[src/rtl/adpcm_decoder.sv]
// Sequential IMA-ADPCM decoder: one 4-bit code in, one saturated 16-bit PCM sample out.
// The step multiply is a shift-add spread over states B2/B1/B0, with the predictor update in UPD.
module adpcm_decoder (
  input  logic        clk,
  input  logic        rst,
  input  logic        block_enable,
  input  logic [3:0]  encPcm,
  input  logic        inValid,
  output logic        inReady,
  output logic [15:0] pcmOut,
  output logic        outValid,
  output logic [2:0]  dbg_state
);

  // Handshake: a code transfers on a rising edge where inValid && inReady are both high;
  // the sender holds encPcm stable until then, and inValid outside IDLE has no effect.

  typedef enum logic [2:0] {
    S_IDLE = 3'd0,
    S_B2   = 3'd1,
    S_B1   = 3'd2,
    S_B0   = 3'd3,
    S_UPD  = 3'd4
  } state_t;

  localparam logic [14:0] STEP [89] = '{
    15'd7,     15'd8,     15'd9,     15'd10,    15'd11,    15'd12,    15'd13,    15'd14,
    15'd16,    15'd17,    15'd19,    15'd21,    15'd23,    15'd25,    15'd28,    15'd31,
    15'd34,    15'd37,    15'd41,    15'd45,    15'd50,    15'd55,    15'd60,    15'd66,
    15'd73,    15'd80,    15'd88,    15'd97,    15'd107,   15'd118,   15'd130,   15'd143,
    15'd157,   15'd173,   15'd190,   15'd209,   15'd230,   15'd253,   15'd279,   15'd307,
    15'd337,   15'd371,   15'd408,   15'd449,   15'd494,   15'd544,   15'd598,   15'd658,
    15'd724,   15'd796,   15'd876,   15'd963,   15'd1060,  15'd1166,  15'd1282,  15'd1411,
    15'd1552,  15'd1707,  15'd1878,  15'd2066,  15'd2272,  15'd2499,  15'd2749,  15'd3024,
    15'd3327,  15'd3660,  15'd4026,  15'd4428,  15'd4871,  15'd5358,  15'd5894,  15'd6484,
    15'd7132,  15'd7845,  15'd8630,  15'd9493,  15'd10442, 15'd11487, 15'd12635, 15'd13899,
    15'd15289, 15'd16818, 15'd18500, 15'd20350, 15'd22385, 15'd24623, 15'd27086, 15'd29794,
    15'd32767
  };

  state_t              state;
  state_t              state_nxt;
  logic signed [15:0]  predictor;
  logic [6:0]          index;
  logic [14:0]         step_r;
  logic [14:0]         step_now;
  logic [3:0]          code;
  logic [15:0]         diff;
  logic                accept;
  logic signed [17:0]  sum;
  logic [15:0]         sat;
  logic signed [4:0]   adj;
  logic signed [8:0]   idx_sum;
  logic [6:0]          idx_clamp;

  assign accept   = inValid && inReady;
  assign step_now = STEP[index];

  always_ff @(posedge clk) begin
    if (rst) state <= S_IDLE;
    else     state <= state_nxt;
  end

  always_comb begin
    state_nxt = state;
    case (state)
      S_IDLE:  if (accept) state_nxt = S_B2;
      S_B2:    state_nxt = S_B1;
      S_B1:    state_nxt = S_B0;
      S_B0:    state_nxt = S_UPD;
      S_UPD:   state_nxt = S_IDLE;
      default: state_nxt = S_IDLE;
    endcase
  end

  always_comb begin
    inReady   = (state == S_IDLE) && block_enable;
    dbg_state = state;
  end

  // 18-bit signed sum leaves headroom for predictor +/- a 16-bit unsigned diff.
  always_comb begin
    if (code[3]) sum = $signed({{2{predictor[15]}}, predictor}) - $signed({2'b00, diff});
    else         sum = $signed({{2{predictor[15]}}, predictor}) + $signed({2'b00, diff});
    if (sum > 18'sd32767)       sat = 16'h7fff;
    else if (sum < -18'sd32768) sat = 16'h8000;
    else                        sat = sum[15:0];
  end

  always_comb begin
    case (code[2:0])
      3'd4:    adj = 5'sd2;
      3'd5:    adj = 5'sd4;
      3'd6:    adj = 5'sd6;
      3'd7:    adj = 5'sd8;
      default: adj = -5'sd1;
    endcase
    idx_sum = $signed({2'b00, index}) + $signed({{4{adj[4]}}, adj});
    if (idx_sum < 9'sd0)       idx_clamp = 7'd0;
    else if (idx_sum > 9'sd88) idx_clamp = 7'd88;
    else                       idx_clamp = idx_sum[6:0];
  end

  always_ff @(posedge clk) begin
    if (rst) begin
      predictor <= '0;
      index     <= '0;
      step_r    <= '0;
      code      <= '0;
      diff      <= '0;
      pcmOut    <= '0;
      outValid  <= 1'b0;
    end else begin
      outValid <= 1'b0;
      case (state)
        S_IDLE: begin
          if (accept) begin
            code   <= encPcm;
            step_r <= step_now;
            diff   <= {4'b0000, step_now[14:3]};
          end
        end
        S_B2: if (code[2]) diff <= diff + {1'b0, step_r};
        S_B1: if (code[1]) diff <= diff + {2'b00, step_r[14:1]};
        S_B0: if (code[0]) diff <= diff + {3'b000, step_r[14:2]};
        S_UPD: begin
          predictor <= sat;
          pcmOut    <= sat;
          index     <= idx_clamp;
          outValid  <= 1'b1;
        end
        default: ;
      endcase
    end
  end

endmodule

[config.mk]
export PLATFORM = sky130hd
export DESIGN_NAME = adpcm_decoder
export DESIGN_NICKNAME = d
export VERILOG_FILES = /design/src/rtl/adpcm_decoder.sv
export SDC_FILE = /design/constraint.sdc
export NUM_CORES = 1
export LEC_CHECK = 0
export CAP_MARGIN = 20
export CORE_ASPECT_RATIO = 1.25
export CORE_MARGIN = 5
export CORE_UTILIZATION = 47
export CTS_BUF_LIST = sky130_fd_sc_hd__clkbuf_8 sky130_fd_sc_hd__clkbuf_16
export CTS_CLUSTER_SIZE = 14
export DETAILED_ROUTE_END_ITERATION = 7
export GPL_ROUTABILITY_DRIVEN = 0
export PLACE_DENSITY_LB_ADDON = 0.1
export SYNTH_ARGS = -nofsm -noshare
export SYNTH_HDL_FRONTEND = slang
export SYNTH_SLANG_ARGS = --single-unit
export TNS_END_PERCENT = 20
[constraint.sdc]
create_clock -name clk -period 5.1 [get_ports clk]
set_input_delay 0.51 -clock clk [delete_from_list [all_inputs] [get_ports clk]]
set_output_delay 0.51 -clock clk [all_outputs]
set_load 0.01 [all_outputs]
Word-level counts from Yosys, hierarchy flattened

Memory sizes are Yosys's and may differ from the RTL's.
Index checks and enable logic that the tools add are counted.

Flip-flop bits (word level): 62
ROM bits: 1920
Input bits: 8
Logic and storage cells: 54
Memories: 1

$add $sub $neg: 6
Order comparisons: 5
Equal/unequal tests: 12
Muxes and demuxes: 16
Bitwise logic cells: 1
Reductions and logical operators: 6

Memory list:

| memory           | depth | bits a word | rd ports | clocked after Yosys merged registers in | write ports | line | source |
|---|---|---|---|---|---|---|---|
| (name not given) | 128   | 15          | 1        | 0                                       | 0           | 57   | `assign step_now = STEP[index];` |

Operators by type and width:

| operator               | count |
|---|---|
| $mux W16               | 6 |
| $pmux W16 S4           | 1 |
| $mux W15               | 2 |
| $pmux W5 S4            | 1 |
| $add A16 B17 Y18       | 1 |
| $gt A18 B16 Y1 const B | 1 |
| $lt A18 B16 Y1 const B | 1 |
| $mux W18               | 1 |
| $sub A16 B17 Y18       | 1 |
| $add A16 B13 Y16       | 1 |
| $add A16 B14 Y16       | 1 |
| $add A16 B15 Y16       | 1 |
| $eq A3 B3 Y1 const B   | 5 |
| $mux W7                | 2 |
| $pmux W3 S4            | 1 |
| $add A8 B5 Y9          | 1 |
| $gt A9 B8 Y1 const B   | 1 |
| $lt A9 B1 Y1 const B   | 1 |
| $ge A8 B8 Y1 const B   | 1 |
| $ne A2 B2 Y1 const B   | 4 |
| $not A7 Y8             | 1 |
| $eq A3 B2 Y1 const B   | 2 |
| $reduce_and A5 Y1      | 1 |
| $reduce_bool A4 Y1     | 1 |
| 6 further kinds        | 7 |

Longest topological paths before layout

Gate-level depths: netlist (run 1).

Depth after elaboration: 6
Gate-level depth with buffers: 16
Depth with buffers taken out: 14

Worst setup path before layout (run 1)

No wires, ideal clock.

Path kind: flip-flop to flip-flop
Start: reg diff[1]
End: reg predictor[10]
Library setup time: 101 ps
Data arrival time: 3411 ps
Path slack: 1588 ps
Cell stages (with the launch flop): 15
Path buffers: 2
Cell sequence: dfxtp_1 or4_4 nor4_4 a31oi_1 xnor2_1 ha_1 clkbuf_1 nor3_1 o31ai_2 a21oi_1 or3_1 nand2_2 a21oi_4 buf_6 o41ai_1

Word-level cells in the longest chain between the ends: 5

Ends and longest elaborated chain:

| item                                                 | line   | source |
|---|---|---|
| from (decl)                                          | 48     | `logic [15:0] diff;` |
| from (signal assigned)                               | 120    | `diff <= {4'b0000, step_now[14:3]};` |
| from (signal assigned)                               | 123    | `S_B2: if (code[2]) diff <= diff + {1'b0, step_r};` |
| from (signal assigned)                               | 124    | `S_B1: if (code[1]) diff <= diff + {2'b00, step_r[14:1]};` |
| $add A16 B17 Y18 or $sub A16 B17 Y18 (tied branches) | 84, 83 |  |
| $mux W18 (*)                                         | 83     | `if (code[3]) sum = $signed({{2{predictor[15]}}, predictor}) - $signed({2'b00, diff});` |
| $lt A18 B16 Y1                                       | 86     | `else if (sum < -18'sd32768) sat = 16'h8000;` |
| $mux W16                                             | 86     |  |
| $mux W16 (*)                                         | 85     | `if (sum > 18'sd32767) sat = 16'h7fff;` |
| to (signal assigned)                                 | 127    | `predictor <= sat;` |
| to (decl)                                            | 43     | `logic signed [15:0] predictor;` |

Every way passes the cells marked *; elsewhere a longest branch is shown, timed or not.
A chain may end at the register's enable or synchronous reset.

Final worst setup path (run 1)

Start: reg diff[1]
End: reg predictor[1]

Same word-level chain as after synthesis.

==> results by stage, run 1 <==
Pwr:
- In this run the power density over the cells is 271.9 mW/mm^2.
- The maximum ir drop on the vdd rail is about 230 uV.
- For this design the static power due to leakage is about 2.7 nW.

Routing:
- The remaining design rule violation count is 0.
- The detailed router placed between 6,000 and 7,000 vias in this run.
- The via count normalized by instance count is about 6.3.
- The detailed-route wire length per cell is between 15 and 20 um.
- The number of antenna-violating nets in the routed design is 0.
- The first routing iteration left between 400 and 500 violations.
- The number of search-and-repair iterations in the first detailed-routing pass is 5.
- The total length of routed wires is 19.65 mm.

Die:
- From bottom edge to top edge, the die measures roughly 140 um.
- The floorplan row count is 48.
- The floorplan step defined a die boundary enclosing roughly 0.017 mm^2.
- The die is ~120 um wide.
- The total area inside the core boundary comes to between 0.01 and 0.015 mm^2.
- For this configuration, the core starts out at a cell density of 0.4796.
- The I/O pin count is 29.

Worst setup path:
- Among all stages on the critical path, the largest delay is contributed by sky130_fd_sc_hd__nor4_1.
- The endpoint identified for the worst register-to-register timing path is predictor[1]$_SDFFE_PP0P_.
- The worst path required time is about 5.3 ns.
- The critical path buffer and inverter count is 1.
- The critical path class is reg -> reg.
- The register-to-register setup slack is 1.09 ns.
- The critical path runs through a total of 14 cells.
- Among cell families on the critical path, the largest total delay comes from simple AND/OR/NAND/NOR gates.
- The arrival time of data at the critical path endpoint is around 4.2 ns.
- STA classifies the critical path startpoint as a flop.
- Walking the worst path, the cells encountered are inv_1 -> ha_1 -> nand2_1 -> nor4_1 -> a21oi_1 -> xnor2_1 -> ha_1 -> o21ai_1 -> o31ai_2 -> a21oi_1 -> or3_1 -> nand2_2 -> a21oi_4 -> o41ai_1.
- Tracing the worst setup path back leads to its startpoint at diff[1]$_SDFFE_PP0P_.
- In this design, the stage delay of the slowest critical-path cell is between 0.6 and 0.7 ns.
- The worst register-to-register path begins at diff[1]$_SDFFE_PP0P_.
- The end of the critical path is predictor[1]$_SDFFE_PP0P_.
- The worst setup path is captured at a flop.
- The number of cells on the worst reg-to-reg path is 14.
- The largest driver fanout on the critical path is 15.

Clocking:
- The tree is rooted in a sky130_fd_sc_hd__clkbuf_16.
- The number of gates resized after CTS was 0.
- The setup fix buffers added after clock tree synthesis is 0.
- The number of sinks on the clock net is 62.
- The CTS buffer count is 9.
- The clock-pin slew of the registers on the worst-case setup and hold paths is around 0.060 ns.
- The H-tree generated during clock tree synthesis spans 3 levels.
- Clock latency on the worst-skew pair, taken at its later pin, is between 0.3 and 0.4 ns.
- The CTS tree is yes.
- The hold-fix buffer count after cts is 0.
- The buffer levels on the longest clock path is 2.

Logic synthesis:
- In the synthesized netlist the async set-or-reset flop fraction comes to 0.
- The share of the Yosys chip area taken by registers is 0.1873.
- During synthesis, Yosys emitted a total of 0 warnings.
- The mean instance size in the synthesized netlist is 7.378 um^2.
- The synthesized design contains 62 register bits.
- In the synthesized netlist the dominant register cell turns out to be sky130_fd_sc_hd__dfxtp_1.
- In the synthesized netlist, the number of instances is 898.
- The post-synthesis instance area is approximately 0.0066 mm^2.
- The net count of the mapped netlist is 969.
- The number of flops mapped to enable cells by yosys is 0.
- The synthesized netlist contains 78 unique library cells.

Hold path:
- The path type of the worst min-delay path is reg -> reg.

STA:
- The shortest clock period the worst path allows after layout is approximately 4 ns.
- At the pin with the least slew margin, the transition time is between 0.9 and 1 ns.
- Of the available clock period, the critical path in the final layout requires 0.7854.
- The worst setup skew after layout is approximately 0.0066 ns.
- The relative slew slack is 0.3624.
- Setup violations remaining at the end of the flow were counted as 0.
- Setup repair after global routing left no endpoint under its margin.
- The count of final max-slew check failures is 0.
- The final count of hold timing violations was 0.
- Derived from the worst setup path, the maximum achievable clock frequency is about 250 MHz.
- Adding up every negative setup slack in the final design gives 0 ns.

Placement:
- The wire-length estimate of the detail-placed layout is 14.63 mm.
- The count of input and output buffers is 28.

GRT:
- Across every metal layer, demand over resource in global routing totals 0.2366.
- For this run the aggregate overflow at the end of global routing stands at 0.
- The via count of the first global-routing pass is 6,521.
- The largest net degree at the start of global routing is 50.
- The first global-routing pass estimated approximately 32 mm of wire.
- The initial antenna violation count came to 0.

Layout:
- The repair_antennas step left the layout with diodes totalling 0.
- The layout has between 1,000 and 1,500 filler cells.
- The growth of design area from synthesis to finish is 10.31%.
- The utilization after layout is 0.5291.
- In the final design database the tool counted between 900 and 1,000 nets.
- The share of layout cells above drive strength 1 is 0.06333.

Status:
- The run finished with clean final reports.

Run:
- The tool flagged a number of max-cap violations equal to 0.
-- power by group --
group	internal (W)	leakage (nW)	switching [W]
combinational	0.000330	2.07	0.000499
clock	0.000379	0.138	0.000243
sequential	0.000505	0.503	0.0000326
-- sequential cells by signal, indices dropped and copies added, names as in the netlist --
signal	count
code	4
step_r	15
diff	16
predictor	16
outValid	1
dbg_state	3
index	7
-- cell type report --
cell class                      count  area, um^2  area share
Clock buffer                        9       225.2     0.03082
Clock inverter                      7       75.07     0.01027
Inverter                           32       120.1     0.01644
Multi-Input combinational cell    744        5017      0.6865
Sequential cell                    62        1241      0.1698
Tap cell                          175       219.0     0.02996
Timing Repair Buffer               46       410.4     0.05615
-- metal layers --
metal / vias to the layer above / global-route usage / wire length, um
met4: 0 / 0.1045 / 670
met2: 225 / 0.4253 / 9829
li1: 3328 / - / -
met3: 49 / 0.03476 / 990
met1: 3206 / 0.2749 / 8164
met5: - / 0 / 0
-- worst min-delay path by stage --
stage,from,endpoint,slack (ns),cells after the start
2_1_floorplan,step_r[0]$_SDFFE_PP0P_,step_r[0]$_SDFFE_PP0P_,0.43,2
3_3_place_gp,step_r[0]$_SDFFE_PP0P_,step_r[0]$_SDFFE_PP0P_,0.45,2
3_5_place_dp,step_r[0]$_SDFFE_PP0P_,step_r[0]$_SDFFE_PP0P_,0.46,2
4_1_cts,step_r[0]$_SDFFE_PP0P_,step_r[0]$_SDFFE_PP0P_,0.47,2
5_1_grt,step_r[0]$_SDFFE_PP0P_,step_r[0]$_SDFFE_PP0P_,0.49,2
6_report,step_r[0]$_SDFFE_PP0P_,step_r[0]$_SDFFE_PP0P_,0.46,2
-- through the flow --
step                      instance area (um^2)  hold WS [ns]  total power [W]  worst slack (ns)  instances
after floorplan                           6625        0.4322         0.001202             1.588        898
after global placement                    7000        0.4509         0.001352             1.319       1058
after detailed placement                  7000        0.4614         0.001369             1.132       1058
after CTS                                 7301        0.4690         0.001993             1.095       1074
after global routing                      7308        0.4886         0.002106            0.6780       1075
final                                     7308        0.4638         0.001987             1.094       1075
-- synth_stat cells, drive strengths merged, types with 11 or more instances --
master / count / share of area
nand2: 106 / 0.060
a21oi: 84 / 0.066
nor2: 79 / 0.045
dfxtp: 62 / 0.19
ha: 60 / 0.11
o21ai: 44 / 0.033
clkbuf: 42 / 0.024
nor3: 40 / 0.030
xnor2: 38 / 0.053
inv: 31 / 0.018
a211oi: 23 / 0.027
mux2i: 20 / 0.030
buf: 18 / 0.013
a21o: 15 / 0.017
o41ai: 15 / 0.020
a31oi: 14 / 0.013
nor4: 14 / 0.015
or3: 14 / 0.013
o211ai: 13 / 0.015
nand2b: 11 / 0.010
nor2b: 11 / 0.010
-- cells in the final DEF (no fill, tap or decap), types with 22 or more instances in the layout --
cell / count
sky130_fd_sc_hd__a211oi_1: 22
sky130_fd_sc_hd__a21oi_1: 82
sky130_fd_sc_hd__clkdlybuf4s50_1: 27
sky130_fd_sc_hd__dfxtp_1: 62
sky130_fd_sc_hd__ha_1: 60
sky130_fd_sc_hd__inv_1: 31
sky130_fd_sc_hd__nand2_1: 105
sky130_fd_sc_hd__nor2_1: 79
sky130_fd_sc_hd__nor3_1: 40
sky130_fd_sc_hd__o21ai_0: 41
sky130_fd_sc_hd__xnor2_1: 36
-- worst min-delay path, cell delays in order, from the launching register on --
cell	delay (ns)
sky130_fd_sc_hd__dfxtp_1	0.31
sky130_fd_sc_hd__nand2_1	0.06
sky130_fd_sc_hd__a21oi_1	0.05
-- logic make-up after synthesis --
logic type | synth area share
XOR/XNOR | 0.06308
AO/OA/AOI/OAI | 0.2942
buffers and inverters | 0.05533
AND/OR/NAND/NOR | 0.2355
adder cells (fa/ha/maj) | 0.1224
flip-flops | 0.1873
multiplexers | 0.04211
No activity file was read; power rests on OpenSTA's default activity.
==> run 2: changes to the inputs <==
==> constraint.sdc (replaced) <==
create_clock -name clk -period 4.15 [get_ports clk]
set_input_delay 0.415 -clock clk [delete_from_list [all_inputs] [get_ports clk]]
set_output_delay 0.415 -clock clk [all_outputs]
set_load 0.01 [all_outputs]
==> run 2 against run 1 <==
  * Setup slack worse by 0.92 ns
  * Design area grew 1.7%
  * Combinational power rose by 31%
  * Die area unchanged
  * Largest cell class unchanged
  * Sequential power grew 24%
  * Worst hold slack improved by 0.014 ns
  * Clock skew is essentially flat
  * Routed wire length increased by 1.4%
==> results by stage, run 2 (synthesized netlist as in run 1, its figures left out) <==
Die:
- Pin placement for this block handled 29 I/O pins.
- The standard cell core area is approximately 0.014 mm^2.
- The floorplan row count is 48.
- In this run the vertical extent of the chip is 142.7 um.
- The starting utilization of the core area is 0.4796.
- The die covers about 0.017 mm^2.
- The width of the die is between 100 and 150 um.

Layout:
- Counting the fill cells in the layout gives 1,358.
- The leading cell type in the layout, fill and taps excluded is sky130_fd_sc_hd__nand2_1.
- The largest registers in the layout are diff: 16 flops, predictor: 16 flops, step_r: 15 flops.
- The utilization after layout is 0.5383.
- The final standard cell area without fillers is roughly 0.0074 mm^2.
- 0 antenna diodes ended up in the layout.
- The growth of design area from synthesis to finish is 12.24%.
- In the layout the commonest cells are 105 x sky130_fd_sc_hd__nand2_1, 81 x sky130_fd_sc_hd__a21oi_1, 78 x sky130_fd_sc_hd__nor2_1.
- After the last flow step, the layout net total stands at about 980.
- The share of layout cells above drive strength 1 is 0.07912.

Clocking:
- The hold-fix buffer count after cts is 0.
- Clock-pin slew was measured on the worst setup and hold paths at around 0.060 ns.
- The clock insertion delay at the later pin of the skew report is 0.33 ns.
- The buffer levels on the longest clock path is 2.
- Counting every sink on the clock net gives slightly above 60.
- The CTS buffer count is 9.
- CTS placed an instance of sky130_fd_sc_hd__clkbuf_16 at the clock tree root.
- The CTS tree is yes.
- The depth of the CTS H-tree is 3.

STA:
- The smallest setup slack after layout is about 0.17 ns.
- The relative slew slack is 0.3636.
- The worst setup skew after layout is roughly 0.0064 ns.
- For the pin with the worst max-slew slack, the measured transition is about 0.95 ns.
- Derived from the worst setup path, the maximum achievable clock frequency is 251.4 MHz.
- The post-route clock period utilization is 0.9585.
- The count of final max-slew check failures was 0.
- Setup violations remaining at the end of the flow were counted as 0.
- The shortest clock period the worst path allows after layout is between 3 and 4 ns.
- The final count of hold timing violations came to 0.
- After routing, the total negative slack on setup checks comes to 0 ns.

Worst setup path:
- The critical path buffer and inverter count is 1.
- On the critical path, the stage with the largest delay is an instance of sky130_fd_sc_hd__or4_4.
- Data arrives at the worst endpoint at about 4.2 ns.
- The worst path required time is about 4.4 ns.
- The worst reg2reg path depth is 13.
- Traced cell by cell, the critical path runs through or4_4 -> nor4_4 -> a21oi_1 -> xnor2_1 -> ha_2 -> o21ai_1 -> o31ai_2 -> a21oi_1 -> or3_1 -> nand2_4 -> a21oi_4 -> buf_12 -> o41ai_1.
- The capture point of the worst reg-to-reg path is predictor[5]$_SDFFE_PP0P_.
- The startpoint of the lowest-slack register-to-register path is diff[1]$_SDFFE_PP0P_.
- The type of destination of the critical path is a flop.
- By instance count, the cell type seen most on the critical path is sky130_fd_sc_hd__a21oi_1.
- The number of cells on the critical path is 13.
- The kind of cell with the highest combined delay along the critical path is simple AND/OR/NAND/NOR gates.
- The critical path class is reg -> reg.
- The register-to-register setup slack is around 0.17 ns.
- On the worst path, the slowest cell contributes a delay of between 0.5 and 0.6 ns.
- STA classifies the critical path startpoint as a flop.
- Of all nets on the critical path, the largest fanout is 15.

Routing:
- The detailed-route wire length per cell is roughly 18 um.
- The number of DRC markers in iteration 0 is between 400 and 500.
- The routed design has around 20 mm of wire.
- The number of search-and-repair iterations in the first detailed-routing pass is 5.
- After detailed routing, the number of vias per cell comes to about 6.3.
- The detail route stage leaves a number of antenna-violating nets equal to 0.
- The remaining design rule violation count is 0.
- The number of vias after detailed routing is around 6,800.

Hold path:
- The beginning of the worst hold path is predictor[0]$_SDFFE_PP0P_.
- The number of cells on the worst hold path is 2.
- The worst hold path terminates at predictor[0]$_SDFFE_PP0P_.
- The worst hold path belongs to the class reg -> reg.

GRT:
- For this run, global-route usage on met2 was measured as 0.4289.
- The via count of the first global-routing pass is ~6,600.
- In the global route stage, met1 resource usage came out at 0.2825.
- The initial antenna violation count was 0.
- The highest-utilization routing layer at the global route stage is met2.
- Entering global routing, the biggest net connects slightly above 50 pins.
- The final global-route overflow total is 0.
- The wire length of the first global-routing pass is ~32 mm.
- In the global route stage, overall resource usage came out at 0.2409.
- The met3 usage is 0.03222.

Pwr:
- The power density normalized to cell area is about 340 mW/mm^2.
- The share of total power dissipated in the clock network is 0.311.
- The internal power of the cells totals between 0.0015 and 0.002 W.
- The total design power is around 0.0025 W.
- The sequential power share is 0.262.
- Of the total power, the share spent switching nets is 0.3824.
- The combinational group share of total power is 0.427.
- Across the VDD grid, the largest voltage drop is about 210 uV.
- Summed over all cells, the static leakage comes to 2.776 nW.
- In this run the power spent charging and discharging nets is roughly 0.00097 W.

Run:
- The max-cap violation count is 0.

Placement:
- The placed instance area is 0.007034 mm^2.
- The HPWL after detailed placement is approximately 15 mm.
- The post-place setup slack is ~0.22 ns.
- The count of input and output buffers is 28.

Status:
- The run finished with clean final reports.
## run 2: power groups by stage
stage | clock (W) | combinational [W] | sequential (W)
6_report | 0.000792 | 0.00109 | 0.000666
5_1_grt | 0.000825 | 0.00120 | 0.000670
4_1_cts | 0.000803 | 0.00102 | 0.000666
3_5_place_dp | 0 | 0.00101 | 0.000679
3_3_place_gp | 0 | 0.000991 | 0.000677
2_1_floorplan | 0 | 0.000816 | 0.000661
## run 2: worst reg2reg max path, stage by stage (launching register included)
cell                      delay (ns)
sky130_fd_sc_hd__dfxtp_1        0.38
sky130_fd_sc_hd__or4_4          0.59
sky130_fd_sc_hd__nor4_4         0.36
sky130_fd_sc_hd__a21oi_1        0.15
sky130_fd_sc_hd__xnor2_1        0.16
sky130_fd_sc_hd__ha_2           0.42
sky130_fd_sc_hd__o21ai_1        0.12
sky130_fd_sc_hd__o31ai_2        0.31
sky130_fd_sc_hd__a21oi_1        0.14
sky130_fd_sc_hd__or3_1          0.43
sky130_fd_sc_hd__nand2_4        0.20
sky130_fd_sc_hd__a21oi_4        0.10
sky130_fd_sc_hd__buf_12         0.16
sky130_fd_sc_hd__o41ai_1        0.36
## run 2: layer usage
| metal | part of all wire | routed length (um) |
|---|---|---|
| met1 | 0.42 | 8379 |
| met3 | 0.044 | 883 |
| met5 | 0 | 0 |
| met2 | 0.50 | 9945 |
| met4 | 0.036 | 715 |
## run 2: repair_timing
item | in CTS | in global routing
buffers inserted | 0 | 7
resized for setup | 0 | 7
endpoints found under the setup margin | 0 | 12
## run 2: worst max-delay path by stage
stage | startpoint | to | slack [ns]
6_report | diff[1]$_SDFFE_PP0P_ | predictor[5]$_SDFFE_PP0P_ | 0.17
2_1_floorplan | diff[1]$_SDFFE_PP0P_ | predictor[10]$_SDFFE_PP0P_ | 0.64
4_1_cts | diff[1]$_SDFFE_PP0P_ | predictor[5]$_SDFFE_PP0P_ | 0.18
5_1_grt | diff[1]$_SDFFE_PP0P_ | predictor[5]$_SDFFE_PP0P_ | -0.01
3_3_place_gp | diff[1]$_SDFFE_PP0P_ | predictor[13]$_SDFFE_PP0P_ | 0.36
3_5_place_dp | diff[1]$_SDFFE_PP0P_ | predictor[5]$_SDFFE_PP0P_ | 0.22
## run 2: area by class of cell
| cell class | count | area [um^2] | area share |
|---|---|---|---|
| Sequential cell | 62 | 1241 | 0.1669 |
| Tap cell | 175 | 219.0 | 0.02945 |
| Clock buffer | 11 | 252.7 | 0.03399 |
| Timing Repair Buffer | 56 | 501.7 | 0.06747 |
| Inverter | 32 | 120.1 | 0.01615 |
| Clock inverter | 5 | 57.56 | 0.007740 |
| Multi-Input combinational cell | 744 | 5044 | 0.6783 |
## run 2: metrics by stage
stage | cells | hold WS (ns)
3_5_place_dp | 1062 | 0.4752
5_1_grt | 1085 | 0.5132
4_1_cts | 1078 | 0.4826
6_report | 1085 | 0.4775
2_1_floorplan | 898 | 0.4322
3_3_place_gp | 1061 | 0.4748
